[config.mk]
export PLATFORM = sky130hd
export DESIGN_NAME = mc_ctrl_fsm
export DESIGN_NICKNAME = d
export VERILOG_FILES = /design/src/rtl/mc_ctrl_fsm.sv
export SDC_FILE = /design/constraint.sdc
export NUM_CORES = 1
export LEC_CHECK = 0
export ABC_CLOCK_PERIOD_IN_PS = 1550
export BUFFER_PORTS_ARGS = -buffer_cell sky130_fd_sc_hd__buf_2
export CAP_MARGIN = 20
export CORE_MARGIN = 3
export CORE_UTILIZATION = 41
export DETAILED_ROUTE_END_ITERATION = 7
export PLACE_DENSITY_LB_ADDON = 0.2
export SYNTH_ARGS = -nofsm -noshare
export SYNTH_HDL_FRONTEND = slang
export SYNTH_SLANG_ARGS = --single-unit
[constraint.sdc]
create_clock -name clk -period 1.55 [get_ports clk]
set_input_delay 0.2325 -clock clk [delete_from_list [all_inputs] [get_ports clk]]
set_output_delay 0.2325 -clock clk [all_outputs]
set_load 0.01 [all_outputs]
[src/rtl/mc_ctrl_fsm.sv]
// Multicycle control unit for the MIPS-subset datapath.
// Sequences fetch / decode / execute / memory / write-back. Fetch and both memory
// read phases are stretched to MEM_LAT+1 cycles. Invalid opcodes and arithmetic
// overflow divert to an exception sequence: save EPC, read the vector, load PC.
//
// state    | meaning
// ---------+-----------------------------------------------------------
// RESET_ST | held while reset=1; optionally writes stack-init into r29
// FETCH    | instruction read; IR and PC+4 written on the last cycle
// DECODE   | register read into A/B, branch target into ALUOut, dispatch
// EXEC_R   | R-type ALU operation (add/sub/and)
// WB_R     | write ALUOut to rd
// EXEC_I   | addi ALU operation
// WB_I     | write ALUOut to rt
// MEM_ADDR | effective address for lw/sw
// MEM_RD   | data read; MDR written on the last cycle
// WB_LW    | write MDR to rt
// MEM_WR   | single-cycle data write
// BRANCH   | beq/bne compare; PC <- ALUOut when taken
// JUMP     | PC <- jump target
// EXC_EPC  | EPC <- PC-4
// EXC_RD   | exception vector read; MDR written on the last cycle
// EXC_PC   | PC <- MDR
module mc_ctrl_fsm #(
    parameter int MEM_LAT       = 2,
    parameter bit STACK_INIT_EN = 1'b1,
    parameter bit EXC_EN        = 1'b1
) (
    input  logic       clk,
    input  logic       reset,
    input  logic [5:0] opcode,
    input  logic [5:0] funct,
    input  logic       overflow,
    input  logic       zero,
    output logic       pc_w,
    output logic       mem_w,
    output logic       ir_w,
    output logic       reg_w,
    output logic       a_w,
    output logic       b_w,
    output logic       aluout_w,
    output logic       mdr_w,
    output logic       epc_w,
    output logic [2:0] alu_op,
    output logic [1:0] iord_s,
    output logic       alusrca_s,
    output logic [1:0] alusrcb_s,
    output logic [1:0] pcsrc_s,
    output logic [1:0] regdst_s,
    output logic [1:0] memtoreg_s,
    output logic       exc_vec_s,
    output logic [4:0] state_o
);

    localparam int CW = ($clog2(MEM_LAT + 1) > 0) ? $clog2(MEM_LAT + 1) : 1;

    localparam logic [5:0] OP_R    = 6'h00;
    localparam logic [5:0] OP_J    = 6'h02;
    localparam logic [5:0] OP_BEQ  = 6'h04;
    localparam logic [5:0] OP_BNE  = 6'h05;
    localparam logic [5:0] OP_ADDI = 6'h08;
    localparam logic [5:0] OP_LW   = 6'h23;
    localparam logic [5:0] OP_SW   = 6'h2B;
    localparam logic [5:0] F_ADD   = 6'h20;
    localparam logic [5:0] F_SUB   = 6'h22;
    localparam logic [5:0] F_AND   = 6'h24;

    typedef enum logic [4:0] {
        RESET_ST = 5'd0,
        FETCH    = 5'd1,
        DECODE   = 5'd2,
        EXEC_R   = 5'd3,
        WB_R     = 5'd4,
        EXEC_I   = 5'd5,
        WB_I     = 5'd6,
        MEM_ADDR = 5'd7,
        MEM_RD   = 5'd8,
        WB_LW    = 5'd9,
        MEM_WR   = 5'd10,
        BRANCH   = 5'd11,
        JUMP     = 5'd12,
        EXC_EPC  = 5'd13,
        EXC_RD   = 5'd14,
        EXC_PC   = 5'd15
    } state_t;

    state_t        state_q, state_d;
    logic [CW-1:0] cnt_q, cnt_d;
    logic          exc_vec_q, exc_vec_d;
    logic          cnt_last;
    logic          cnt_state;

    assign cnt_last  = (cnt_q == CW'(MEM_LAT));
    assign cnt_state = (state_q == FETCH) || (state_q == MEM_RD) || (state_q == EXC_RD);
    assign state_o   = state_q;

    // State, wait counter and latched exception cause; synchronous reset
    always_ff @(posedge clk) begin
        if (reset) begin
            state_q   <= RESET_ST;
            cnt_q     <= '0;
            exc_vec_q <= 1'b0;
        end else begin
            state_q   <= state_d;
            cnt_q     <= cnt_d;
            exc_vec_q <= exc_vec_d;
        end
    end

    // Next-state decode and exception-cause capture
    always_comb begin
        state_d   = state_q;
        exc_vec_d = exc_vec_q;
        case (state_q)
            RESET_ST: state_d = FETCH;
            FETCH:    if (cnt_last) state_d = DECODE;
            DECODE: begin
                if (opcode == OP_R && (funct == F_ADD || funct == F_SUB || funct == F_AND))
                    state_d = EXEC_R;
                else if (opcode == OP_ADDI)
                    state_d = EXEC_I;
                else if (opcode == OP_LW || opcode == OP_SW)
                    state_d = MEM_ADDR;
                else if (opcode == OP_BEQ || opcode == OP_BNE)
                    state_d = BRANCH;
                else if (opcode == OP_J)
                    state_d = JUMP;
                else if (EXC_EN) begin
                    state_d   = EXC_EPC;
                    exc_vec_d = 1'b0;
                end else
                    state_d = FETCH;
            end
            EXEC_R: begin
                // and cannot overflow, so its overflow flag is ignored
                if (EXC_EN && overflow && funct != F_AND) begin
                    state_d   = EXC_EPC;
                    exc_vec_d = 1'b1;
                end else
                    state_d = WB_R;
            end
            EXEC_I: begin
                if (EXC_EN && overflow) begin
                    state_d   = EXC_EPC;
                    exc_vec_d = 1'b1;
                end else
                    state_d = WB_I;
            end
            WB_R, WB_I, WB_LW, MEM_WR, BRANCH, JUMP, EXC_PC: state_d = FETCH;
            MEM_ADDR: state_d = (opcode == OP_LW) ? MEM_RD : MEM_WR;
            MEM_RD:   if (cnt_last) state_d = WB_LW;
            EXC_EPC:  state_d = EXC_RD;
            EXC_RD:   if (cnt_last) state_d = EXC_PC;
            default:  state_d = RESET_ST;
        endcase
    end

    // Wait counter runs only while staying in a memory phase; zero on any entry
    always_comb begin
        cnt_d = '0;
        if (cnt_state && state_d == state_q)
            cnt_d = cnt_q + CW'(1);
    end

    // Moore output decode; pc_w in BRANCH additionally looks at zero
    always_comb begin
        pc_w       = 1'b0;
        mem_w      = 1'b0;
        ir_w       = 1'b0;
        reg_w      = 1'b0;
        a_w        = 1'b0;
        b_w        = 1'b0;
        aluout_w   = 1'b0;
        mdr_w      = 1'b0;
        epc_w      = 1'b0;
        alu_op     = 3'b000;
        iord_s     = 2'b00;
        alusrca_s  = 1'b0;
        alusrcb_s  = 2'b00;
        pcsrc_s    = 2'b00;
        regdst_s   = 2'b00;
        memtoreg_s = 2'b00;
        exc_vec_s  = 1'b0;
        case (state_q)
            RESET_ST: begin
                if (STACK_INIT_EN) begin
                    reg_w      = 1'b1;
                    regdst_s   = 2'b10;
                    memtoreg_s = 2'b10;
                end
            end
            FETCH: begin
                alusrcb_s = 2'b01;
                alu_op    = 3'b001;
                if (cnt_last) begin
                    ir_w = 1'b1;
                    pc_w = 1'b1;
                end
            end
            DECODE: begin
                a_w       = 1'b1;
                b_w       = 1'b1;
                alusrcb_s = 2'b11;
                alu_op    = 3'b001;
                aluout_w  = 1'b1;
            end
            EXEC_R: begin
                alusrca_s = 1'b1;
                aluout_w  = 1'b1;
                case (funct)
                    F_SUB:   alu_op = 3'b010;
                    F_AND:   alu_op = 3'b011;
                    default: alu_op = 3'b001;
                endcase
            end
            WB_R: begin
                reg_w    = 1'b1;
                regdst_s = 2'b01;
            end
            EXEC_I, MEM_ADDR: begin
                alusrca_s = 1'b1;
                alusrcb_s = 2'b10;
                alu_op    = 3'b001;
                aluout_w  = 1'b1;
            end
            WB_I: reg_w = 1'b1;
            MEM_RD: begin
                iord_s = 2'b01;
                mdr_w  = cnt_last;
            end
            WB_LW: begin
                reg_w      = 1'b1;
                memtoreg_s = 2'b01;
            end
            MEM_WR: begin
                iord_s = 2'b01;
                mem_w  = 1'b1;
            end
            BRANCH: begin
                alusrca_s = 1'b1;
                alu_op    = 3'b010;
                pcsrc_s   = 2'b01;
                pc_w      = (opcode == OP_BEQ && zero) || (opcode == OP_BNE && !zero);
            end
            JUMP: begin
                pc_w    = 1'b1;
                pcsrc_s = 2'b10;
            end
            EXC_EPC: begin
                alusrcb_s = 2'b01;
                alu_op    = 3'b010;
                epc_w     = 1'b1;
                exc_vec_s = exc_vec_q;
            end
            EXC_RD: begin
                iord_s    = 2'b10;
                mdr_w     = cnt_last;
                exc_vec_s = exc_vec_q;
            end
            EXC_PC: begin
                pc_w      = 1'b1;
                pcsrc_s   = 2'b11;
                exc_vec_s = exc_vec_q;
            end
            default: ;
        endcase
    end

endmodule

# ---- Word-level counts from Yosys, hierarchy flattened
# Index checks and enable logic that the tools add are counted.
dict set report totals {
  romBits 0
  ramBits 0
  wordCells 107
  in_bits 16
  ff_bits 8
  output_inout_bits 29
  latchBits 0
  mem_count 0
}
dict set report classes {
  addsub 1
  mux 38
  n_bitwise 1
  n_div 0
  order_cmp 0
  eq_ne 34
  n_mul 0
  shifts 0
  n_reduce_logical 30
}
# operator count
set ops {}
lappend ops {{5-bit one-hot mux with 9 select lines} 1}
lappend ops {{5-bit by 4-bit == test with 1-bit output (second input constant)} 8}
lappend ops {{6-bit == test (second input constant)} 5}
lappend ops {{5-bit by 3-bit == test with 1-bit output (second input constant)} 4}
lappend ops {{4-bit two-way mux} 5}
lappend ops {{1-bit two-way mux} 18}
lappend ops {{2-bit one-hot mux with 3 select lines} 3}
lappend ops {{2-bit one-hot mux with 2 select lines} 4}
lappend ops {{4-bit OR reduction} 4}
lappend ops {{5-bit two-way mux} 3}
lappend ops {{2-bit != test (second input constant)} 7}
lappend ops {{2-bit OR reduction} 7}
lappend ops {{6-bit by 3-bit == test with 1-bit output (second input constant)} 2}
lappend ops {{5-bit by 2-bit == test with 1-bit output (second input constant)} 2}
lappend ops {{8-bit AND reduction} 1}
lappend ops {{8-bit OR reduction} 1}
lappend ops {{1-bit logical OR} 7}
lappend ops {{6-bit by 2-bit == test with 1-bit output (second input constant)} 1}
lappend ops {{6-bit by 4-bit == test with 1-bit output (second input constant)} 1}
lappend ops {{6-bit zero test} 1}
lappend ops {{6-bit != test (second input constant)} 1}
lappend ops {{1-bit one-hot mux with 3 select lines} 2}
lappend ops {{5-bit by 1-bit == test with 1-bit output (second input constant)} 1}
lappend ops {{5-bit == test} 1}
lappend ops {{10 further kinds} 14}

# ---- Longest topological paths before layout
dict set report logic_depth {
  depth_word 11
  ltp_mapped 7
  mapped_depth_nobuf 7
}

# ---- Least setup slack after synthesis
# OpenSTA, ideal clock, no wires.
dict set report synth_path {
  path_type {register to output}
  from {reg state_q[1] (netlist: state_o[1])}
  to {out regdst_s[1]}
  stages_incl_launch_ff 5
  arrival_ps 1514
  path_buffers 2
  setup_slack_ps -197
  required_ps 1317
  cell_sequence {dfxtp_1 > buf_4 > or2_2 > nor4_1 > buf_4}
}
dict set report synth_between {
  elab_chain_len 2
  elab_cells_between_ends 3
  classes_between {1 x eq/ne; 1 x mux; 1 x reduce/logical}
}
# item line_no
set synth_lines {}
lappend synth_lines {{start, declared} 87} ;# state_t state_q, state_d;
lappend synth_lines {{start signal, assigned} 104} ;# state_q <= state_d;
lappend synth_lines {{5-bit by 3-bit == test with 1-bit output / 5-bit zero test (equally long branches)} 184} ;# case (state_q)
lappend synth_lines {{2-bit one-hot mux with 2 select lines *} 184}
lappend synth_lines {{end, declared} 49} ;# output logic [1:0] regdst_s,
# Mark *: on every way between the ends. The rest lies on a longest branch, timed or not.

# ---- Worst setup path after layout
dict set report layout_path {
  from {reg state_q[1] (netlist: state_o[1])}
  to {out pc_w}
}
dict set report layout_between {
  elab_chain_len 3
  elab_cells_between_ends 6
  classes_between {4 x eq/ne; 1 x mux; 1 x reduce/logical}
}
# item line_no
set layout_lines {}
lappend layout_lines {{5-bit by 4-bit == test with 1-bit output} 184}
lappend layout_lines {{2-bit OR reduction (no line)} n/a}
lappend layout_lines {{1-bit one-hot mux with 3 select lines *} 184}
lappend layout_lines {{end, declared} 35} ;# output logic pc_w,
# Marked as above.

==> impl_metrics.tcl <==
set metrics [dict create \
    slew_violations 0 \
    start_kind "register" \
    violations "negative setup slack" \
    wirelength_um 5585 \
    grt-ovfl-total 0 \
    fillCellCount 89 \
    power_density_mw_per_mm2 317.5 \
    drtPass1Iterations 5 \
    worst_slack_ps -296.3 \
    start_util_pct 45.39 \
    port_buffers 43 \
    final_common_cell "buf_2" \
    synth.distinct_cells 44 \
    muxShareOfSynthArea_pct 0 \
    synth_area_per_cell_sq_um 6.933 \
    grt_pass1_vias 1320 \
    cp_data_arrival_time_ps 1610 \
    dp_hpwl_um 2521 \
    path_clk_slew_ps 70 \
    yosys_warnings 0 \
    synth_seq_cells 8 \
    fp-row-count 16 \
    path_class "register to output pin" \
    grt_max_degree 11 \
    numCtsBuffers 3 \
    skew_ps 20.99 \
    hold_violations 0 \
    cp.required_ps 1320 \
    die_w_um 53.78 \
    antenna_found_initial 0 \
    cts_tree "built" \
    layout-drive-gt1-share_pct 65.77 \
    seqCellArea_sq_um 180.2 \
    synth-xor-area-share_pct 4.679 \
    clk_latency_ps 290 \
    drt-initial-drc-count 96 \
    ant_nets 0 \
    ioPinCount 45 \
    endpoint_kind "output pin" \
    critPathMaxFanout 5 \
    die_h_um 53.78 \
    coreArea_sq_mm 0.002062 \
    synth-compound-area-share_pct 25.53 \
    post-route-cell-area_sq_mm 0.001869 \
    holdBufCountCts 0 \
    cts.sink_count 8 \
    fin_nets 241 \
    setup_viol 27 \
    finalPower_w 0.0005936 \
    htree_levels 1 \
    synth-edff-count 0 \
    status "finished, violations left" \
    synth_top_family_by_area "simple AND/OR/NAND/NOR gates" \
    dpl_cell_area_sq_mm 0.001353 \
    period_share_pct 119.1 \
    cts_root_buffer "clkbuf_4" \
    wire_per_inst_um 22.43 \
    final_cell_mix "buf_2, buf_4, nor2_1, buf_6, nand2_1" \
    detail_route.vias_per_cell 6.426 \
    irDropWorstVdd_mv 0.6595 \
    die-area_sq_mm 0.002892 \
    synthArstFlopShare_pct 0 \
    synth_ff_type "dfxtp_1" \
    place.gp.congestion 0.8764 \
    synth-simple-area-share_pct 42.65 \
    hold_class "primary input to register" \
    vias 1600 \
    multiInputGateArea_sq_um 939.7 \
    grt_usage_pct 30.24 \
    leakage_nw 0.8328 \
    finalCriticalPeriod_ps 1846 \
    grt_setup_unrepaired "true" \
    num_antenna_cells 0 \
    ys_seq_area_share_pct 17.11 \
    area.growth.synth_to_final_pct 99.73 \
    clockBufferDepth 2 \
    max-cap-violations 0 \
    synth_fa_ha_area_share_pct 1.337 \
    fmax_mhz 541.6 \
    grt_pass1_wl_um 6306 \
    syn_area_sq_um 935.9 \
    synthCells 135 \
    drc_errors 0 \
]
worst max-delay path, stage by stage, from the launching register on:
cell     delay (ps)
dfxtp_4         380
buf_6           130
xor2_2          200
nor3_2           80
or3_1           370
buf_2           150
kinds of logic (layout without fill, tap and decap cells):
family,count (synthesis),count (layout)
buffers and inverters,15,101
adder cells (fa/ha/maj),1,1
other,1,2
XOR/XNOR,5,5
AND/OR/NAND/NOR,74,74
AO/OA/AOI/OAI,31,31
flip-flops,8,8
layer usage:
layer | global-route usage (%) | up-vias | share of wire [%]
li1 | - | 657 | -
met2 | 53.02 | 154 | 47
met3 | 5.817 | 38 | 10
met1 | 34.49 | 751 | 36
met4 | 14.89 | 0 | 5.7
met5 | 0 | - | 0
cells in the mapped netlist (2+ instances only):
master     n  area, sq um
o32a_1     3        30.03
buf_2      2        10.01
buf_1      2        7.510
clkbuf_1   2        7.510
nor2b_1    4        25.02
nand2b_1   8        50.05
o21ai_0    5        25.02
nand2_1   13        48.80
nor2_1    15        56.30
or2_2      2        12.51
nor3_1    13        65.06
buf_4      5        37.54
inv_1      4        15.01
dfxtp_1    8        160.2
or3_1      2        12.51
a21oi_1   11        55.05
xor2_1     4        35.03
nand3_1    2        10.01
nor4_1     5        31.28
worst paths after layout:
path / cells past startpoint / start / slack, ps / endpoint
min reg2reg: 2 / cnt_q[0]$_SDFF_PP0_ / 530 / cnt_q[0]$_SDFF_PP0_
max reg2reg: 7 / state_o[1]$_SDFF_PP0_ / -270 / cnt_q[1]$_SDFF_PP0_
max: 5 / state_o[1]$_SDFF_PP0_ / -300 / pc_w
min: 2 / reset / 180 / state_o[3]$_SDFF_PP0_
where the power goes:
part	switching [W]	internal, W
Sequential	0.00000706	0.000203
Combinational	0.000106	0.0000967
Clock	0.0000913	0.0000896
repair_timing:
item,in CTS,in global routing
pin swaps,10,13
setup endpoints to repair,28,27
resized for setup,34,39
gates cloned,1,0
setup buffers,15,8
stage by stage:
step           setup TNS (ps)  instances  util, %  worst slack, ps  hold slack [ps]
2_1_floorplan          -118.6        136        -           -59.28            294.2
3_3_place_gp           -743.5        223    65.59           -148.8            447.6
3_5_place_dp            -1004        223    65.59           -195.0            445.7
4_1_cts                 -1977        242    79.43           -174.0            166.2
5_1_grt                 -5002        249    90.66           -332.2            163.4
6_report                -3826        249    90.66           -296.3            177.8
state kept, by name, summed over array words and instances, names as in the netlist:
name and count:
state_o 5, exc_vec_q 1, cnt_q 2
cell type report:
type / count / area share (%)
Multi-Input combinational cell: 113 / 50.27
Timing Repair Buffer: 94 / 36.28
Sequential cell: 8 / 9.639
Tap cell: 27 / 1.807
Clock buffer: 3 / 1.205
Inverter: 4 / 0.8032
No activity file was read; power rests on OpenSTA's default activity.
